[config.mk]
export PLATFORM = sky130hd
export DESIGN_NAME = uart_frame_sender
export DESIGN_NICKNAME = d
export VERILOG_FILES = /design/src/rtl/uart_frame_pkg.sv /design/src/rtl/uart_frame_sender_fifo.sv /design/src/rtl/uart_frame_sender.sv
export SDC_FILE = /design/constraint.sdc
export NUM_CORES = 1
export LEC_CHECK = 0
export ABC_AREA = 1
export BUFFER_PORTS_ARGS = -buffer_cell sky130_fd_sc_hd__buf_2
export CAP_MARGIN = 0
export CORE_ASPECT_RATIO = 2
export CORE_MARGIN = 2
export CORE_UTILIZATION = 26
export DETAILED_ROUTE_END_ITERATION = 8
export GPL_TIMING_DRIVEN = 0
export PLACE_DENSITY = 0.53
export SYNTH_ARGS = -nofsm -noshare
export SYNTH_HDL_FRONTEND = slang
export SYNTH_SLANG_ARGS = --single-unit
export TNS_END_PERCENT = 10
[constraint.sdc]
create_clock -name Clk -period 2 [get_ports Clk]
set_clock_uncertainty 0.05 [all_clocks]
set_input_delay 0.2 -clock Clk [delete_from_list [all_inputs] [get_ports Clk]]
set_output_delay 0.2 -clock Clk [all_outputs]
set_load 0.02 [all_outputs]
[src/rtl/uart_frame_pkg.sv]
// Shared constants, FSM encoding and frame-byte helpers for the UART frame sender.
// A buffered entry is {ch[1:0], sample[11:0]}; a frame is header, two payload bytes, checksum.
package uart_frame_pkg;

  localparam logic [7:0]  HEADER_DEFAULT = 8'hAA;
  localparam int unsigned FRAME_LEN      = 4;
  localparam int unsigned ENTRY_W        = 14;
  localparam logic [1:0]  LAST_IDX       = 2'(FRAME_LEN - 1);

  typedef enum logic [1:0] {
    ST_IDLE = 2'd0,
    ST_SEND = 2'd1,
    ST_WAIT = 2'd2
  } fsm_state_e;

  function automatic logic [7:0] frame_checksum(input logic [7:0] b0,
                                                input logic [7:0] b1,
                                                input logic [7:0] b2);
    return b0 ^ b1 ^ b2;
  endfunction

  function automatic logic [7:0] frame_byte(input logic [7:0]         hdr,
                                            input logic [ENTRY_W-1:0] entry,
                                            input logic [1:0]         idx);
    logic [7:0] b1;
    logic [7:0] b2;
    b1 = {entry[13:12], 2'b00, entry[11:8]};
    b2 = entry[7:0];
    case (idx)
      2'd0:    return hdr;
      2'd1:    return b1;
      2'd2:    return b2;
      2'd3:    return frame_checksum(hdr, b1, b2);
      default: return hdr;
    endcase
  endfunction

endpackage

[src/rtl/uart_frame_sender_fifo.sv]
// Synchronous FIFO (power-of-two depth) with registered occupancy; full/empty decode
// from that registered count, so an entry written this cycle is not visible until the next.
module sync_fifo #(
  parameter int WIDTH = 14,
  parameter int DEPTH = 8
) (
  input  logic                       i_clk,
  input  logic                       i_rst_n,
  input  logic                       i_push,
  input  logic                       i_pop,
  input  logic [WIDTH-1:0]           i_wdata,
  output logic [WIDTH-1:0]           o_rdata,
  output logic                       o_full,
  output logic                       o_empty,
  output logic [$clog2(DEPTH+1)-1:0] o_count
);

  localparam int AW = (DEPTH > 1) ? $clog2(DEPTH) : 1;
  localparam int CW = $clog2(DEPTH + 1);

  logic [WIDTH-1:0] r_mem [DEPTH];
  logic [AW-1:0]    r_wr_ptr;
  logic [AW-1:0]    r_rd_ptr;
  logic [CW-1:0]    r_count;
  logic             w_push;
  logic             w_pop;

  assign o_full  = (r_count == CW'(DEPTH));
  assign o_empty = (r_count == {CW{1'b0}});
  assign w_push  = i_push & ~o_full;
  assign w_pop   = i_pop & ~o_empty;
  assign o_rdata = r_mem[r_rd_ptr];
  assign o_count = r_count;

  // storage array; contents are don't-care while empty, so no reset
  always_ff @(posedge i_clk) begin
    if (w_push) begin
      r_mem[r_wr_ptr] <= i_wdata;
    end
  end

  // pointers wrap naturally at the power-of-two depth
  always_ff @(posedge i_clk or negedge i_rst_n) begin
    if (!i_rst_n) begin
      r_wr_ptr <= {AW{1'b0}};
      r_rd_ptr <= {AW{1'b0}};
      r_count  <= {CW{1'b0}};
    end else begin
      if (w_push) r_wr_ptr <= r_wr_ptr + AW'(1);
      if (w_pop)  r_rd_ptr <= r_rd_ptr + AW'(1);
      case ({w_push, w_pop})
        2'b10:   r_count <= r_count + CW'(1);
        2'b01:   r_count <= r_count - CW'(1);
        default: r_count <= r_count;
      endcase
    end
  end

endmodule

[src/rtl/uart_frame_sender.sv]
// Buffers {channel, ADC sample} entries and sends each as a 4-byte frame to a byte UART,
// one byte per send_en pulse, advancing on the transmitter's tx_done pulse.
module uart_frame_sender
  import uart_frame_pkg::*;
#(
  parameter int         FIFO_DEPTH = 8,
  parameter logic [7:0] HEADER     = HEADER_DEFAULT
) (
  input  logic        Clk,
  input  logic        Reset_n,
  input  logic        s_valid,
  output logic        s_ready,
  input  logic [1:0]  s_ch,
  input  logic [11:0] s_sample,
  output logic [7:0]  tx_data,
  output logic        send_en,
  input  logic        tx_done,
  output logic        busy
);

  localparam int CW = $clog2(FIFO_DEPTH + 1);

  fsm_state_e         r_state;
  fsm_state_e         w_next_state;
  logic [1:0]         r_idx;
  logic [1:0]         w_next_idx;
  logic [ENTRY_W-1:0] r_entry;
  logic [ENTRY_W-1:0] w_next_entry;
  logic               r_send_en;
  logic               w_next_send_en;
  logic [7:0]         r_tx_data;
  logic [7:0]         w_next_tx_data;
  logic               w_push;
  logic               w_pop;
  logic               w_full;
  logic               w_empty;
  logic [ENTRY_W-1:0] w_rdata;
  logic [CW-1:0]      w_count;

  assign w_push = s_valid & ~w_full;

  sync_fifo #(
    .WIDTH (ENTRY_W),
    .DEPTH (FIFO_DEPTH)
  ) u_fifo (
    .i_clk   (Clk),
    .i_rst_n (Reset_n),
    .i_push  (w_push),
    .i_pop   (w_pop),
    .i_wdata ({s_ch, s_sample}),
    .o_rdata (w_rdata),
    .o_full  (w_full),
    .o_empty (w_empty),
    .o_count (w_count)
  );

  // next-state and next-output logic; tx_done only matters in WAIT
  always_comb begin
    w_next_state   = r_state;
    w_next_idx     = r_idx;
    w_next_entry   = r_entry;
    w_next_send_en = 1'b0;
    w_next_tx_data = r_tx_data;
    w_pop          = 1'b0;
    case (r_state)
      ST_IDLE: begin
        if (!w_empty) begin
          w_pop        = 1'b1;
          w_next_entry = w_rdata;
          w_next_idx   = 2'd0;
          w_next_state = ST_SEND;
        end else begin
          w_next_state = ST_IDLE;
        end
      end
      ST_SEND: begin
        w_next_send_en = 1'b1;
        w_next_tx_data = frame_byte(HEADER, r_entry, r_idx);
        w_next_state   = ST_WAIT;
      end
      ST_WAIT: begin
        if (tx_done) begin
          if (r_idx == LAST_IDX) begin
            w_next_state = ST_IDLE;
          end else begin
            w_next_idx   = r_idx + 2'd1;
            w_next_state = ST_SEND;
          end
        end else begin
          w_next_state = ST_WAIT;
        end
      end
      default: begin
        w_next_state = ST_IDLE;
        w_next_idx   = 2'd0;
      end
    endcase
  end

  // state, frame latch and registered UART-facing outputs
  always_ff @(posedge Clk or negedge Reset_n) begin
    if (!Reset_n) begin
      r_state   <= ST_IDLE;
      r_idx     <= 2'd0;
      r_entry   <= {ENTRY_W{1'b0}};
      r_send_en <= 1'b0;
      r_tx_data <= 8'h00;
    end else begin
      r_state   <= w_next_state;
      r_idx     <= w_next_idx;
      r_entry   <= w_next_entry;
      r_send_en <= w_next_send_en;
      r_tx_data <= w_next_tx_data;
    end
  end

  assign send_en = r_send_en;
  assign tx_data = r_tx_data;
  assign s_ready = ~w_full;
  assign busy    = (r_state != ST_IDLE) | (w_count != CW'(0));

endmodule

* Yosys cells after proc, flatten, opt, wreduce, memory -nomap -nowiden
Memory sizes are Yosys's and may differ from the RTL's. A register that Yosys moved wholly into a read port is not among the register bits. Cells that the tools add are included.
Operators by class: add/subtract/negate cells 5, equal/unequal tests 11, mux-type cells 15, bitwise operators 9, reduce and logical (&&, ||, !) cells 9
Operators by type and width (number):
- case mux 8 bit (4 select lines) | 1
- case mux 2 bit (3 select lines) | 2
- == test 2 bit, second input constant | 4
- two-way mux 2 bit | 4
- case mux 4 bit (2 select lines) | 1
- XOR 8 bit | 1
- two-way mux 1 bit | 7
- adder 3 x 1 -> 3 bit, second input constant | 2
- == test 2 x 1 -> 1 bit, second input constant | 3
- != test 2 bit, second input constant | 3
- adder 4 x 1 -> 4 bit, second input constant | 1
- == test 4 bit, second input constant | 1
- logical NOT 2 bit | 2
- logical NOT 4 bit | 1
- inverter 4 bit | 1
- AND reduction 4 bit | 1
- nonzero test 2 bit | 2
- nonzero test 4 bit | 1
- subtractor 4 x 1 -> 4 bit, second input constant | 1
- AND 1 bit | 3
- inverter 1 bit | 3
- adder 2 x 1 -> 2 bit, second input constant | 1
- AND reduction 2 bit | 1
- logical NOT 1 bit | 1
- bitwise OR 1 bit | 1
Storage, ports and cells: register bits 23, bits in writable memories 112, memories 1
Memory list:
- u_fifo.r_mem | words 8, width 14, read ports 1, clocked after Yosys merged registers in 1, write ports 1, RTL line uart_frame_sender_fifo.sv:21 | logic [WIDTH-1:0] r_mem [DEPTH];

* Logic depth before layout (Yosys ltp)
Gate-level depths: netlist of the first run.
depth in word-level cells 6, mapped depth 15

* By module
From an unflattened synthesis of the first run, not the netlist that was laid out.
Second synthesis, totals: cells, all modules 763, area, all modules 6895.4 um2
By module, submodules not included:
- sync_fifo | instances 1, cells an instance 565, area each 5452.7 um2, sequential area each 3613.5 um2
- uart_frame_sender | instances 1, cells an instance 198, area each 1442.6 um2, sequential area each 675.6 um2

* Least setup slack after synthesis of the first run
Ideal clock, no wire load.
path kind flip-flop to flip-flop, start point register u_fifo.r_count[2], in the netlist u_fifo.o_count[2], end point memory u_fifo.r_mem[4][0], enable pin, data arrival time 1.679 ns, data required time 1.566 ns, path slack -0.113 ns, cell stages (with the launch flop) 6, path through dfrtp_1 > inv_1 > nand3_1 > nand2_2 > or2_1 > nor2_1
Between the ends: longest elaborated chain between the ends 6
Ends and longest elaborated chain:
- start, declared | RTL line uart_frame_sender_fifo.sv:24 | logic [CW-1:0] r_count;
- start signal, assigned | RTL line uart_frame_sender_fifo.sv:47 | r_count <= {CW{1'b0}};
- start signal, assigned | RTL line uart_frame_sender_fifo.sv:52 | 2'b10: r_count <= r_count + CW'(1);
- start signal, assigned | RTL line uart_frame_sender_fifo.sv:53 | 2'b01: r_count <= r_count - CW'(1);
- == test 4 bit (*) | RTL line uart_frame_sender_fifo.sv:28 | assign o_full = (r_count == CW'(DEPTH));
- inverter 1 bit (*)
- named net s_ready | RTL line uart_frame_sender.sv:12 | output logic s_ready,
- AND 1 bit | RTL line uart_frame_sender.sv:40 | assign w_push = s_valid & ~w_full;
- AND 1 bit (*) | RTL line uart_frame_sender_fifo.sv:30 | assign w_push = i_push & ~o_full;
- two-way mux 1 bit (*) | RTL line uart_frame_sender_fifo.sv:37 | if (w_push) begin
- two-way mux 1 bit (not written as such) (*) | RTL line uart_frame_sender_fifo.sv:38 | r_mem[r_wr_ptr] <= i_wdata;
- end, declared | RTL line uart_frame_sender_fifo.sv:21
The timed path passes the listed nets; every way through them passes the cells marked *.

* Worst setup path in the final report of the first run
start point register u_fifo.r_count[0], in the netlist u_fifo.o_count[0], end point register u_fifo.r_count[2], in the netlist u_fifo.o_count[2]
Between the ends: longest elaborated chain between the ends 6, elaborated cells between the ends (all ways) 15
Ends and longest elaborated chain:
- logical NOT 4 bit or == test 4 bit (tied branches) | RTL line uart_frame_sender_fifo.sv:29, uart_frame_sender_fifo.sv:28
- two-way mux 1 bit or inverter 1 bit (tied branches) | RTL line uart_frame_sender.sv:67, uart_frame_sender_fifo.sv:30, uart_frame_sender.sv:40
- two-way mux 1 bit or AND 1 bit (tied branches) | RTL line uart_frame_sender.sv:65, uart_frame_sender.sv:40
- AND 1 bit, on equally long branches | RTL line uart_frame_sender_fifo.sv:31, uart_frame_sender_fifo.sv:30
- == test 2 x 1 -> 1 bit or == test 2 bit (tied branches) | RTL line uart_frame_sender_fifo.sv:51 | case ({w_push, w_pop})
- case mux 4 bit (2 select lines) or nonzero test 2 bit (tied branches)
Several ways; a longest one is shown, not always the timed one. A chain may end at the register's enable or synchronous reset.

==> reports/qor.yml, run 1 <==
place:
  io_buffers: 28
  place_ws_ps: -724
  finalWeightedCongestion: 0.794
  placed_area_sq_mm: 0.00675
  hpwl_um: 10600
setup_path:
  worst-r2r-cell-count: 11
  critPathLaunchType: "flip-flop"
  path_max_fanout: 6
  crit_path_end_kind: "flip-flop"
  crit_path_start: "u_fifo.o_count[0]$_DFFE_PN0P_"
  worstReg2RegEnd: "u_fifo.o_count[2]$_DFFE_PN0P_"
  cp.arrival_ps: 2160
  crit_type: "reg2reg"
  reg2reg_slack_ps: 90
  r2r_start: "u_fifo.o_count[0]$_DFFE_PN0P_"
  critical_path_required_ps: 2260
sta:
  fin_tns_setup_ps: 0
  fin_crit_ps: 1910
  final_hold_viol_count: 0
  rsz0062_at_grt: "true"
  maxSlewHeadroom: 0.433
  tightest_slew_ps: 851
  setup_viol: 0
  worst_slack_ps: 94.8
  drv_slew: 0
  whs_ps: 4.50
  fmax_mhz: 525
  period_share: 0.953
die:
  die_h_um: 223
  io_pins: 29
  fp.dieW_um: 113
  dieArea_sq_mm: 0.0252
  rows: 80
  fp.coreArea_sq_mm: 0.0237
  start_util: 0.262
clock_tree:
  cts_sinks: 149
  clk_latency_ps: 430
  cts_root_buf: "clkbuf_16"
  htreeDepth: 4
  cts_tree: "built"
  cts_buffer_depth: 2
  cts_buffers: 17
  cts.clk_slew.worst_paths_ps: 60
final_layout:
  area_growth_pct: 21.7
  final_area_sq_mm: 0.00756
  num_antenna_cells: 0
  drive_gt1_frac: 0.174
  finalNetCount: 646
routing:
  vias: 4120
  drc_errors: 0
  firstDrtPassIters: 4
  via_per_inst: 4.48
  ant_nets: 0
  drt_iter0_markers: 286
  wirelength_um: 15300
  routedWlPerCell_um: 16.6
global_routing:
  grt_overflow_total: 0
  track_usage: 0.126
  antenna_found_initial: 0
  grt_pass1_wl_um: 23300
  grt_max_degree: 38
  grt_pass1_vias: 4154
synth:
  synthCells: 556
  seq_area_frac_synth: 0.690
  synth_nets: 583
  yosysWarnings: 0
  ys_types: 27
  syn-cell-area_sq_mm: 0.00622
  synth_area_per_cell_sq_um: 11.2
  ys_ff_latch: 149
worst_hold_path:
  hold_path_startpoint: "s_sample[9]"
  hold_end: "u_fifo.r_mem[0][9]$_DFFE_PP_"
  holdPathStages: 1
  hold_class: "in2reg"
outcome:
  status: "finished clean"
power_and_ir_drop:
  total_power_w: 0.0121
  vdd_ir_drop_max_mv: 0.823
  pwr_density_cell_mw_per_mm2: 1590
  cellLeakagePower_nw: 2.88
job:
  cap_violations: 0
## worst max-delay path by stage
stage,to
floorplan,u_fifo.r_mem[4][0]$_DFFE_PP_
global placement,u_fifo.r_mem[2][10]$_DFFE_PP_
detailed placement,u_fifo.r_mem[6][11]$_DFFE_PP_
CTS,u_fifo.o_count[2]$_DFFE_PN0P_
global route,u_fifo.o_count[2]$_DFFE_PN0P_
finish,u_fifo.o_count[2]$_DFFE_PN0P_
## metal layers
| layer | vias up | part of all wire | global-route usage |
|---|---|---|---|
| li1 | 2030 | - | - |
| met1 | 1968 | 0.35 | 0.118 |
| met2 | 94 | 0.57 | 0.242 |
| met3 | 28 | 0.035 | 0.0270 |
| met4 | 0 | 0.037 | 0.0771 |
| met5 | - | 0 | 0 |
## sequential cells by signal, indices dropped and copies added, names as in the netlist
register	count
u_fifo.r_wr_ptr	3
send_en	1
u_fifo.r_mem	112
u_fifo.r_rd_ptr	3
r_state	2
tx_data	8
u_fifo.o_count	4
r_idx	2
r_entry	14
## cells by family after synthesis
logic type	synth area share
compound gates	0.0668
buf+inv	0.0403
mux	0.00161
fa+ha+maj	0.0181
flops	0.690
simple gates	0.170
xor+xnor	0.0127
## synth_stat cells (all sizes together)
master / number / area [sq um]
a41oi: 3 / 26.3
nand2: 76 / 295
nand3: 50 / 250
buf: 19 / 135
ha: 9 / 113
nand4: 1 / 6.26
inv: 26 / 100
a21oi: 11 / 55.1
nor2: 131 / 502
o21ai: 63 / 315
dfrtp: 37 / 926
xnor2: 5 / 43.8
clkbuf: 4 / 15.0
xor2: 4 / 35.0
mux2i: 1 / 10.0
o22ai: 3 / 18.8
edfxtp: 112 / 3360
or2: 1 / 6.26
## critical path, stage by stage, from the launching register on
cell	delay, ps
dfrtp_1	420
nor2_4	160
nand3_2	100
nand2_4	120
clkinv_8	70
ha_4	160
nor2_1	110
nor2_2	60
ha_1	180
a21oi_2	110
xor2_1	160
o21ai_1	70
## placed cells by master, fill, tap and decap left out, types with 10 or more instances in the layout
cell,count
buf_4,10
a21oi_1,10
edfxtp_1,112
o21ai_1,31
buf_2,40
nand3_1,48
o21ai_0,32
clkbuf_16,17
inv_1,21
nand2_1,73
dfrtp_1,36
nor2_1,120
## stage by stage
| step | utilization | cells |
|---|---|---|
| 4_1_cts | 0.316 | 913 |
| 2_1_floorplan | - | 556 |
| 6_report | 0.319 | 919 |
| 3_3_place_gp | 0.283 | 871 |
| 3_5_place_dp | 0.284 | 872 |
| 5_1_grt | 0.319 | 919 |
## timing repair
action,CTS,global route
gates resized for setup,19,9
setup endpoints to repair,101,73
endpoints found under the hold margin,53,0
hold buffers,4,0
pin swaps,4,1
cloned,0,0
setup buffers,5,7
## layout make-up
type / instances / area (sq um)
fill: 2326 / 16200
sequential: 149 / 4290
multi-input combinational: 358 / 1780
clock buffer: 21 / 440
tap: 287 / 359
timing repair buffer: 45 / 323
buffer: 22 / 139
clock inverter: 11 / 126
inverter: 26 / 110
## power by group
group          internal, W  total [W]  switching, W
registers          0.00405    0.00443      0.000372
clock network      0.00184    0.00310       0.00126
logic              0.00157    0.00454       0.00297
total              0.00747     0.0121       0.00460
(Power assumes the default switching activity.)
==> run 2, diff against run 1 <==
Settings changed: HOLD_SLACK_MARGIN set to 0.08.
==> run 2 against run 1 <==
Net effect: cell count up 1.4%; worst setup slack worse by 2.9 ps; worst hold slack better by 360 ps; die area unchanged; via count up 1.5%; register-to-register slack about the same; first-iteration DRC count up 5.9%; critical path depth unchanged; combinational power about the same; critical endpoint unchanged; highest routed layer unchanged.
==> reports/qor.yml, run 2 (same netlist as run 1, synthesis figures left out) <==
outcome:
  status: "finished clean"
routing:
  routed.top_layer: "met4"
  drc_errors: 0
  firstDrtPassIters: 4
  via_per_inst: 4.48
  m1WireLength_um: 5400
  drt_iter0_markers: 303
  wirelength_um: 15300
  route.met3.wl_um: 512
  routedWlPerCell_um: 16.4
  ant_nets: 0
  vias: 4180
  dr_wl_met2_um: 8760
job:
  cap_violations: 0
clock_tree:
  cts_root_buf: "clkbuf_16"
  cts_buffer_depth: 2
  clk_latency_ps: 430
  cts_tree: "built"
  htreeDepth: 4
  cts_sinks: 149
  cts_buffers: 17
  cts.clk_slew.worst_paths_ps: 60
die:
  io_pins: 29
  fp.coreArea_sq_mm: 0.0237
  dieArea_sq_mm: 0.0252
  rows: 80
  fp.dieW_um: 113
  die_h_um: 223
  start_util: 0.262
final_layout:
  drive_gt1_frac: 0.171
  num_antenna_cells: 0
  final_cell_mix: "nor2_1, edfxtp_1, nand2_1"
  regMostFlops: "u_fifo.r_mem"
  largest_reg_flops: 112
  area_growth_pct: 23.8
  fillCellCount: 2321
  finalNetCount: 659
  final_common_cell: "nor2_1"
  final_area_sq_mm: 0.00769
place:
  finalWeightedCongestion: 0.794
  hpwl_um: 10600
  io_buffers: 28
  placed_area_sq_mm: 0.00675
setup_path:
  crit_path_end_kind: "flip-flop"
  path_max_fanout: 6
  crit_type: "reg2reg"
  critical_path_required_ps: 2250
  critPathLaunchType: "flip-flop"
  cp.arrival_ps: 2160
global_routing:
  track_usage: 0.127
  grt_max_degree: 38
  grt_pass1_vias: 4223
  antenna_found_initial: 0
  grt_pass1_wl_um: 23400
  grt_overflow_total: 0
sta:
  drv_slew: 0
  fmax_mhz: 524
  setup_viol: 0
  period_share: 0.954
  maxSlewHeadroom: 0.424
  tightest_slew_ps: 864
  rsz0062_at_grt: "true"
  fin_tns_setup_ps: 0
  final_hold_viol_count: 0
  fin_crit_ps: 1910
power_and_ir_drop:
  pwr_density_cell_mw_per_mm2: 1570
  cellLeakagePower_nw: 2.93
  vdd_ir_drop_max_mv: 0.812
worst_hold_path:
  hold_class: "in2async"
## run 2: what timing repair did
action,4_1_cts,5_1_grt
pin swaps,4,1
setup buffers,5,7
hold endpoints to repair,151,0
hold buffers,17,0
setup endpoints to repair,101,73
resized for setup,19,9
gates cloned,0,0
## run 2: per-stage QoR
stage	power, W	instances	hold slack [ps]	utilization	worst slack, ps
2_1_floorplan	0.00729	556	-146	-	-113
3_3_place_gp	0.00863	871	300	0.283	-757
3_5_place_dp	0.00872	872	309	0.284	-724
4_1_cts	0.0121	926	398	0.321	-96.9
5_1_grt	0.0129	932	438	0.324	-55.1
6_report	0.0121	932	369	0.324	91.9
## run 2: power breakdown
group / leakage (nW) / switching, W / internal (W)
Clock: 0.268 / 0.00126 / 0.00184
Sequential: 1.47 / 0.000371 / 0.00405
Combinational: 1.20 / 0.00297 / 0.00159
## run 2: path summary, 6_finish.rpt
check,startpoint,end,slack [ps],depth (start not counted)
hold / removal,Reset_n,u_fifo.o_count[0]$_DFFE_PN0P_,370,2
hold reg to reg,tx_data[2]$_DFFE_PN0P_,tx_data[2]$_DFFE_PN0P_,420,2
setup reg to reg,u_fifo.o_count[0]$_DFFE_PN0P_,u_fifo.o_count[2]$_DFFE_PN0P_,90,11
setup / recovery,u_fifo.o_count[0]$_DFFE_PN0P_,u_fifo.o_count[2]$_DFFE_PN0P_,90,11
min in group Clk,tx_data[2]$_DFFE_PN0P_,tx_data[2]$_DFFE_PN0P_,420,2
max in group asynchronous,Reset_n,u_fifo.o_count[1]$_DFFE_PN0P_,940,2
## run 2: per-layer routing
metal	GRT usage	up-vias
li1	-	2061
met1	0.119	1991
met2	0.244	99
met3	0.0259	29
met4	0.0771	0
met5	0	-
## run 2: layout make-up
cell class              count  area (sq um)  share of cell area
repair buffers             58           453              0.0589
well taps                 287           359              0.0467
clock buffers              21           440              0.0572
flip-flops and latches    149          4290               0.558
multi-input cells         358          1780               0.231
plain buffers              22           139              0.0181
inverters                  26           110              0.0143
clock inverters            11           126              0.0164
## run 2: worst max-delay path, stage by stage (launching register included)
cell,delay [ps]
dfrtp_1,420
nor2_4,160
nand3_2,100
nand2_4,120
clkinv_8,70
ha_4,160
nor2_1,110
nor2_2,60
ha_1,180
a21oi_2,110
xor2_1,160
o21ai_1,70
==> run 3, diff against run 2 <==
Settings changed: CORE_ASPECT_RATIO 2 to 1.5, CORE_UTILIZATION 26 to 35, PLACE_DENSITY 0.53 to 0.61.
Clock period 2 ns to 2.1 ns, I/O delays scaled along.
==> run 3 against run 2 <==
Net effect: the run now ends with negative setup slack left; core utilization rose by 10 points; clock power fell by 8.1%; worst setup slack got worse by 180 ps; critical path depth fell by 6; cell area fell by 3.4%; global-route usage rose by 2.9 points; via count rose by 1.7%; combinational power fell by 10%; first-iteration DRC count rose by 55%; critical path type unchanged; largest power group is now sequential cells.
==> reports/qor.yml, run 3 (same netlist as run 1, synthesis figures left out) <==
outcome:
  status: "finished with violations"
  violations: "negative setup slack"
power_and_ir_drop:
  p_sw_frac: 0.384
  p_int_w: 0.00688
  p_clk_frac: 0.255
  comb_power_share: 0.367
  p_sw_w: 0.00428
  vdd_ir_drop_max_mv: 0.738
  total_power_w: 0.0112
  cellLeakagePower_nw: 2.87
  pwr_density_cell_mw_per_mm2: 1500
  pwr-share-seq: 0.377
global_routing:
  grt_overflow_total: 0
  antenna_found_initial: 0
  track_usage: 0.156
  grt_pass1_wl_um: 22300
  grt_pass1_vias: 4246
  grt_max_degree: 38
die:
  start_util: 0.358
  fp.dieW_um: 113
  fp.coreArea_sq_mm: 0.0173
  die_h_um: 167
  rows: 59
  dieArea_sq_mm: 0.0189
  io_pins: 29
routing:
  firstDrtPassIters: 5
  vias: 4251
  via_per_inst: 5.01
  wirelength_um: 14300
  drc_errors: 0
  ant_nets: 0
  drt_iter0_markers: 471
  routedWlPerCell_um: 16.8
worst_hold_path:
  hold_class: "in2async"
setup_path:
  crit_path_end_kind: "flip-flop"
  critical_path.cell_chain: "inv_1 -> nand3_1 -> nand2_2 -> or2_1 -> nor2_2"
  r2r_start: "u_fifo.o_count[2]$_DFFE_PN0P_"
  critPathLaunchType: "flip-flop"
  cpLargestDelayFamily: "simple AND/OR/NAND/NOR gates"
  crit_buf_inv: 1
  slowest_delay_ps: 720
  crit_type: "reg2reg"
  slowest_stage: "nor2_2"
  cp.arrival_ps: 2180
  worst-r2r-cell-count: 5
  worstReg2RegEnd: "u_fifo.r_mem[2][4]$_DFFE_PP_"
  path_max_fanout: 14
  reg2reg_slack_ps: -90
  critical_path_required_ps: 2090
sta:
  worst_slack_ps: -89.5
  rsz0062_at_grt: "true"
  final_hold_viol_count: 0
  tightest_slew_ps: 887
  drv_slew: 0
  maxSlewHeadroom: 0.408
  period_share: 1.04
  fmax_mhz: 457
  setup_viol: 29
  fin_crit_ps: 2190
place:
  hpwl_um: 9430
  placed_area_sq_mm: 0.00664
  io_buffers: 28
  finalWeightedCongestion: 0.833
  dp.cells: 798
clock_tree:
  cts_sinks: 149
  cts_buffers: 17
  clk_latency_ps: 420
  htreeDepth: 4
  cts_tree: "built"
  cts_root_buf: "clkbuf_16"
  cts.clk_slew.worst_paths_ps: 60
  cts_buffer_depth: 2
final_layout:
  largest_reg_flops: 112
  num_antenna_cells: 0
  area_growth_pct: 19.5
  finalNetCount: 650
  final_area_sq_mm: 0.00743
  final_cell_mix: "nor2_1, edfxtp_1, nand2_1"
  final_common_cell: "nor2_1"
  stdcell_count: 849
  drive_gt1_frac: 0.151
  regMostFlops: "u_fifo.r_mem"
  fillCellCount: 1590
job:
  cap_violations: 0
-- run 3: cell types whose count changed in the layout (fill, tap and decap cells not counted), moves of 2 or more --
cell	previous run	this run
inv_1	21	23
nand3_1	48	50
buf_12	3	0
nor2_4	9	7
nor2_2	2	4
nand3_2	2	0
clkinv_4	2	4
inv_2	4	2
buf_4	10	4
clkbuf_1	8	6
-- run 3: worst max path at each step --
| stage | start | to | slack [ps] | cells after the start |
|---|---|---|---|---|
| final | u_fifo.o_count[2]$_DFFE_PN0P_ | u_fifo.r_mem[2][4]$_DFFE_PP_ | -90 | 5 |
| after global routing | u_fifo.o_count[2]$_DFFE_PN0P_ | u_fifo.r_mem[2][6]$_DFFE_PP_ | -280 | 5 |
| after CTS | u_fifo.o_count[1]$_DFFE_PN0P_ | u_fifo.o_count[2]$_DFFE_PN0P_ | -130 | 13 |
| after detailed placement | u_fifo.o_count[2]$_DFFE_PN0P_ | u_fifo.r_mem[4][10]$_DFFE_PP_ | -500 | 5 |
| after global placement | u_fifo.o_count[2]$_DFFE_PN0P_ | u_fifo.r_mem[0][9]$_DFFE_PP_ | -480 | 5 |
| after floorplan | u_fifo.o_count[2]$_DFFE_PN0P_ | u_fifo.r_mem[4][0]$_DFFE_PP_ | -10 | 5 |
-- run 3: per-layer routing --
metal  vias to the layer above  routed length, um  track usage
met5                         -                  0            0
met4                         0                553       0.0928
met3                        38                623       0.0271
met2                       136               7540        0.269
met1                      2041               5570        0.180
li1                       2036                  -            -
-- run 3: metrics by stage --
step	utilization	setup WS, ps	TNS (ps)	hold slack (ps)
final	0.428	-89.5	-2370	358
after global routing	0.428	-277	-10760	445
after CTS	0.426	-132	-4960	386
after detailed placement	0.382	-502	-33100	309
after global placement	0.382	-478	-41510	289
after floorplan	-	-13.2	-737	-136
-- run 3: area by class of cell --
type | count | area (sq um) | area share
clock buffer | 19 | 433 | 0.0583
inverter | 26 | 100 | 0.0135
buffer | 23 | 154 | 0.0207
timing repair buffer | 48 | 333 | 0.0448
multi-input combinational | 358 | 1730 | 0.233
clock inverter | 13 | 123 | 0.0165
sequential | 149 | 4290 | 0.577
tap | 213 | 267 | 0.0359
-- run 3: power groups by stage --
stage                     clock, W  sequential (W)  combinational, W
after floorplan                  0         0.00425           0.00269
after global placement           0         0.00424           0.00379
after detailed placement         0         0.00426           0.00393
after CTS                  0.00288         0.00420           0.00404
after global routing       0.00301         0.00428           0.00456
final                      0.00285         0.00421           0.00410
-- run 3: timing repair --
action | in CTS | in global routing
pin swaps | 1 | 1
hold buffers | 17 | 0
cloned | 0 | 0
gates resized for setup | 7 | 10
setup endpoints to repair | 101 | 82
endpoints found under the hold margin | 151 | 0
setup buffers | 1 | 1
-- run 3: worst reg2reg max path, delay by kind of cell (launching register included) --
kind                   cells  cell delay [ps]
and+or+nand+nor            4             1280
DFF                        1              380
buffers and inverters      1              100
